===== config.mk =====
export PLATFORM = sky130hd
export DESIGN_NAME = spike_isi_logger
export DESIGN_NICKNAME = d
export VERILOG_FILES = /design/src/rtl/spike_isi_logger.sv
export SDC_FILE = /design/constraint.sdc
export NUM_CORES = 1
export LEC_CHECK = 0
export ABC_AREA = 1
export BUFFER_PORTS_ARGS = -buffer_cell sky130_fd_sc_hd__buf_2
export CAP_MARGIN = 30
export CORE_ASPECT_RATIO = 1.4
export CORE_MARGIN = 10
export CORE_UTILIZATION = 50
export DETAILED_ROUTE_END_ITERATION = 12
export PLACE_DENSITY = 0.7
export SYNTH_ARGS = -nofsm -noshare
export SYNTH_HDL_FRONTEND = slang
export SYNTH_SLANG_ARGS = --single-unit

===== constraint.sdc =====
create_clock -name clk -period 3.42 [get_ports clk]
set_input_delay 0.342 -clock clk [delete_from_list [all_inputs] [get_ports clk]]
set_output_delay 0.342 -clock clk [all_outputs]
set_load 0.005 [all_outputs]

===== src/rtl/spike_isi_logger.sv =====
// Spike train to inter-spike-interval event converter.
// Events queue in a small FWFT FIFO and drain over valid/ready.
module spike_isi_logger #(
  parameter int ISI_WIDTH  = 8,
  parameter int FIFO_DEPTH = 4,
  parameter int DROP_WIDTH = 8
) (
  input  logic                          clk,
  input  logic                          rst,
  input  logic                          ena,
  input  logic                          spike_in,
  output logic [ISI_WIDTH-1:0]          evt_data,
  output logic                          evt_valid,
  input  logic                          evt_ready,
  output logic [$clog2(FIFO_DEPTH):0]   fifo_level,
  output logic [DROP_WIDTH-1:0]         drop_count
);

  localparam int AW = $clog2(FIFO_DEPTH);
  localparam int LW = AW + 1;

  logic [ISI_WIDTH-1:0]  cnt_q, cnt_d;
  logic [AW-1:0]         head_q, head_d;
  logic [AW-1:0]         tail_q, tail_d;
  logic [LW-1:0]         level_q, level_d;
  logic [DROP_WIDTH-1:0] drop_q, drop_d;
  logic [ISI_WIDTH-1:0]  mem_q [FIFO_DEPTH];

  logic                  spike_ev;
  logic                  full;
  logic                  pop;
  logic                  push;
  logic                  drop;
  logic [ISI_WIDTH-1:0]  isi_val;

  assign spike_ev = ena & spike_in;
  assign full     = (level_q == LW'(FIFO_DEPTH));
  assign pop      = evt_valid & evt_ready;
  // A full FIFO still accepts when the head leaves in the same cycle.
  assign push     = spike_ev & (~full | pop);
  assign drop     = spike_ev & full & ~pop;

  assign isi_val  = (&cnt_q) ? cnt_q
                             : cnt_q + ISI_WIDTH'(1);

  always_comb begin
    cnt_d = cnt_q;
    if (ena) begin
      cnt_d = spike_in ? '0 : isi_val;
    end
  end

  always_comb begin
    head_d  = head_q;
    tail_d  = tail_q;
    level_d = level_q;
    drop_d  = drop_q;
    if (pop) begin
      head_d = head_q + AW'(1);
    end
    if (push) begin
      tail_d = tail_q + AW'(1);
    end
    unique case ({push, pop})
      2'b10:   level_d = level_q + LW'(1);
      2'b01:   level_d = level_q - LW'(1);
      default: level_d = level_q;
    endcase
    if (drop && !(&drop_q)) begin
      drop_d = drop_q + DROP_WIDTH'(1);
    end
  end

  always_ff @(posedge clk) begin
    if (rst) begin
      cnt_q   <= '0;
      head_q  <= '0;
      tail_q  <= '0;
      level_q <= '0;
      drop_q  <= '0;
    end else begin
      cnt_q   <= cnt_d;
      head_q  <= head_d;
      tail_q  <= tail_d;
      level_q <= level_d;
      drop_q  <= drop_d;
    end
  end

  // Storage needs no reset: the head is masked while empty.
  always_ff @(posedge clk) begin
    if (!rst && push) begin
      mem_q[tail_q] <= isi_val;
    end
  end

  assign evt_valid  = (level_q != '0);
  assign evt_data   = evt_valid ? mem_q[head_q] : '0;
  assign fifo_level = level_q;
  assign drop_count = drop_q;

endmodule


Yosys cells after proc, flatten, opt, wreduce, memory -nomap -nowiden
Memories as Yosys holds them, arrays and structs flattened. A register that Yosys moved wholly into a read port is not among the register bits. Cells that the tools add are included.

Latch bits: 0. Memories: 1. ROM bits: 0. Memory bits (writable): 32. Register bits: 23. Input port bits: 5. Output and inout bits: 20. Word-level logic and storage cells: 39.

Div/mod/pow operators: 0. Bitwise operators: 8. Multipliers: 0. Order comparisons: 0. Shift operators: 0. Add/subtract/negate cells: 6. Eq/ne operators: 3. Multiplexer cells: 8. Reduce and logical (&&, ||, !) cells: 8.

Memory list: mem_q (words 4, bits a word 8, read ports 1, clocked after memory_dff 1, wr ports 1, RTL line 27) `logic [ISI_WIDTH-1:0] mem_q [FIFO_DEPTH];`.

Operator list (count): 8-bit 2-to-1 mux (3); 8-bit by 1-bit adder with 8-bit output (second input constant) (2); 8-bit AND reduction (2); 3-bit case mux with 2 select lines (1); 1-bit AND (5); 2-bit by 1-bit adder with 2-bit output (second input constant) (2); 2-bit 2-to-1 mux (2); 3-bit by 1-bit adder with 3-bit output (second input constant) (1); 3-bit equality test (second input constant) (1); 3-bit nonzero test (1); 3-bit by 1-bit subtractor with 3-bit output (second input constant) (1); 2-bit by 1-bit equality test with 1-bit output (second input constant) (1); 2-bit equality test (second input constant) (1); 1-bit logical AND (2); 1-bit zero test (2); 1-bit 2-to-1 mux (2); 1-bit NOT (2); 2-bit nonzero test (1); 1-bit OR (1).

Logic depth before layout (Yosys ltp)
Word-level depth: 7. Depth in mapped cells: 11.

Least setup slack after synthesis
No wires, ideal clock.

Path type: register to register. Start point: reg level_q[2], in the netlist fifo_level[2]. End point: reg level_q[2], in the netlist fifo_level[2]. Cell stages (with the launch flop): 11. Arrival time: 1.464 ns. Library setup time: 0.115 ns. Data required time: 3.305 ns. Setup slack: 1.841 ns. Buffers on the path: 0. Cells stage by stage: dfxtp_1 inv_1 nand2_2 nand2_2 inv_1 nand2_2 fa_1 inv_1 nand4_1 a21oi_1 nor2_1.

Word-level cells in the longest chain between the ends: 6.

RTL lines: start, declared (RTL line 25) `logic [LW-1:0] level_q, level_d;`; start signal, assigned (RTL line 85) `level_q <= level_d;`; 3-bit nonzero test * (RTL line 97) `assign evt_valid = (level_q != '0);`; via evt_valid (RTL line 13) `output logic evt_valid,`; 1-bit AND * (RTL line 38) `assign pop = evt_valid & evt_ready;`; 1-bit OR (RTL line 40) `assign push = spike_ev & (~full | pop);`; 1-bit AND (RTL line 40); 2-bit by 1-bit equality test with 1-bit output / 2-bit equality test (equally long branches) (RTL line 64) `unique case ({push, pop})`; 3-bit case mux with 2 select lines / 2-bit nonzero test (equally long branches).

Mark *: on every way through the listed nets, which the timed path passes. The rest lies on a longest branch. A chain may end at the register's enable or synchronous reset.

==> metrics <==
CTS clk-pin slew, worst paths 60 ps; WL/cell 13.2 um; required time worst endpoint 3080 ps; Worst slew margin 0.575; clock sinks 57; DRT Pass-1 Iters 4; # diodes 0; Die Y 107 um; Iter 0 DRT Violations between 70 and 80; worst reg2reg path startpoint fifo_level[2]; final worst path period need slightly above 2000 ps; pwr dens 543 mW/mm^2; fin. max-slew vios 0; post-synthesis area per instance 8.44 um^2; r2r setup slk approximately 1700 ps; slowest cell on the critical path dfxtp_1; worst slew pin tran 636 ps; commonest register cell after synthesis edfxtp_1; synthesized flop and latch total 57; initial antenna violation count 0; CTS tree built; Crit path max-delay family flip-flops; Pwr Total 1.69 mW; internal power roughly 1.2 mW; Startpoint Class flop; sequential share of power 0.459; total wire length 5580 um; crit path capture type output port; Layout fillers 493; routed via count 2114; Reg-to-Reg End fifo_level[2]; Post-DRT Antenna Nets 0; Total GRT Usage 0.134; final hold violations 0; Max VDD drop 351 uV; fmax 0.491 GHz; gr ovfl total 0; total CTS buffers 9; Worst EP arrival 1690 ps; Setup TNS 0 ps; first-pass GRT wire length 8980 um; die area 0.00883 mm^2; WP buf/inv 2; Final Wtd Congestion about 0.95; status completed; Lkg Pwr ~1.3 nW; Hold EP cnt_q[6]; total number of H-tree levels 3; Layout Skew between 8 and 9 ps; initial core utilization 0.519; register area 0.00146 mm^2; final-report setup violation count 0; die width 82.3 um; Hold Crit Class in2reg; site row count 31; Switching Power between 0.4 and 0.5 mW; RSZ-0062 raised after global routing no; commonest non-fill, non-tap cells in the layout nand2_1, nor2_1, inv_1, edfxtp_1, a21oi_1; # hold bufs at CTS 0; critical path type reg2out; Sw Share 0.263; PostCTS Resize Cnt 0; crit-path max FO 17; critical path cell sequence inv_2 > o21ai_0 > a21oi_1 > buf_2; Max Root-Sink Buffers 2; core area 0.00524 mm^2; Synth warnings 0; asr flop ratio synth 0; register area share after synthesis 0.538; worst hold path startpoint ena; Max-Cap Viols 0; port bufs 24; Multi-input gate area 0.00109 mm^2; DRC 0; vias in the first global route 2020; Synth Instances between 300 and 400; clk_lat worst skew ~330 ps; io pins 25; Netlist Area Pre-Place 0.00272 mm^2; most common cell after layout, fill and taps aside nand2_1; period utilization 0.595; r2r worst-path depth 10; Clock power frac 0.392; Crit path largest cell delay 660 ps; post-DP HPWL 4330 um; Final nets around 360; area grow syn2layout 14.2%; hold path depth 4; Post-synth EDFFs 32; largest net degree at the start of global routing 18; Vias/cell ~5; synth unique cells 29; clock root buffer clkbuf_8; Setup Buffers After CTS 0; Syn Nets 334; share of layout cells above drive strength 1 0.154; Comb power frac 0.149
## cells in the mapped netlist, types with 3 or more instances
| master | n | area [um^2] |
|---|---|---|
| nand2_1 | 64 | 240 |
| nor2_1 | 56 | 210 |
| inv_1 | 34 | 128 |
| edfxtp_1 | 32 | 961 |
| a21oi_1 | 26 | 130 |
| dfxtp_1 | 25 | 500 |
| o21ai_0 | 21 | 105 |
| nand3_1 | 19 | 95.1 |
| ha_1 | 6 | 75.1 |
| nand2_2 | 5 | 31.3 |
| nand4_1 | 5 | 31.3 |
| and2_1 | 3 | 18.8 |
| buf_2 | 3 | 15.0 |
| clkbuf_1 | 3 | 11.3 |
| inv_2 | 3 | 11.3 |
## worst reg2reg max path: cells and delay by family (launching register included)
kind / cells / cell delay, ps
buffers and inverters: 3 / 250
adders and majority gates: 1 / 390
DFF: 1 / 390
AOI/OAI and AO/OA: 1 / 150
and+or+nand+nor: 5 / 460
## through the flow
stage	setup slack, ps	instances	area (um^2)	hold slack [ps]	utilization
after floorplan	1840	322	2720	470	-
after global placement	1590	406	2900	493	0.553
after detailed placement	1480	406	2900	493	0.553
after CTS	1360	422	3110	348	0.593
after global routing	1200	422	3110	375	0.593
final	1390	422	3110	357	0.593
## flip-flops by register name, indices dropped and copies added, names as in the netlist, named ones only
name / count
head_q: 2
mem_q: 32
fifo_level: 3
cnt_q: 8
drop_count: 8
tail_q: 2
## final cells by class
cell class,instances,area share
clock buffers,10,0.0411
clock inverters,6,0.0266
inverters,38,0.0463
multi-input cells,221,0.350
flip-flops and latches,57,0.471
well taps,66,0.0266
repair buffers,24,0.0387
## power by group through the flow
| stage | Sequential, mW | Clock (mW) | Combinational [mW] |
|---|---|---|---|
| floorplan | 0.773 | 0 | 0.179 |
| global placement | 0.787 | 0 | 0.250 |
| detailed placement | 0.788 | 0 | 0.255 |
| CTS | 0.774 | 0.672 | 0.256 |
| global route | 0.778 | 0.705 | 0.288 |
| finish | 0.774 | 0.661 | 0.251 |
## worst max-delay path by stage
stage	endpoint	cells past startpoint
floorplan	fifo_level[2]	10
global placement	mem_q[3][6]	4
detailed placement	mem_q[0][1]	4
CTS	evt_data[2]	4
global route	evt_data[1]	4
finish	evt_data[2]	4
## kinds of logic after synthesis
logic type | after synthesis | synth area share
AOI/OAI and AO/OA | 50 | 0.0985
and+or+nand+nor | 161 | 0.257
DFF | 57 | 0.538
xor gates and xnor gates | 3 | 0.00967
buffers and inverters | 44 | 0.0626
adders and majority gates | 7 | 0.0350
## layer usage
layer  wire, um  vias to the layer above  GRT usage
met4        125                        0     0.0756
met3        199                       10     0.0443
met2       3070                       40      0.239
li1           -                     1104          -
met1       2180                      960      0.128
met5          0                        -          0
Power figures use the tool's default switching activity.
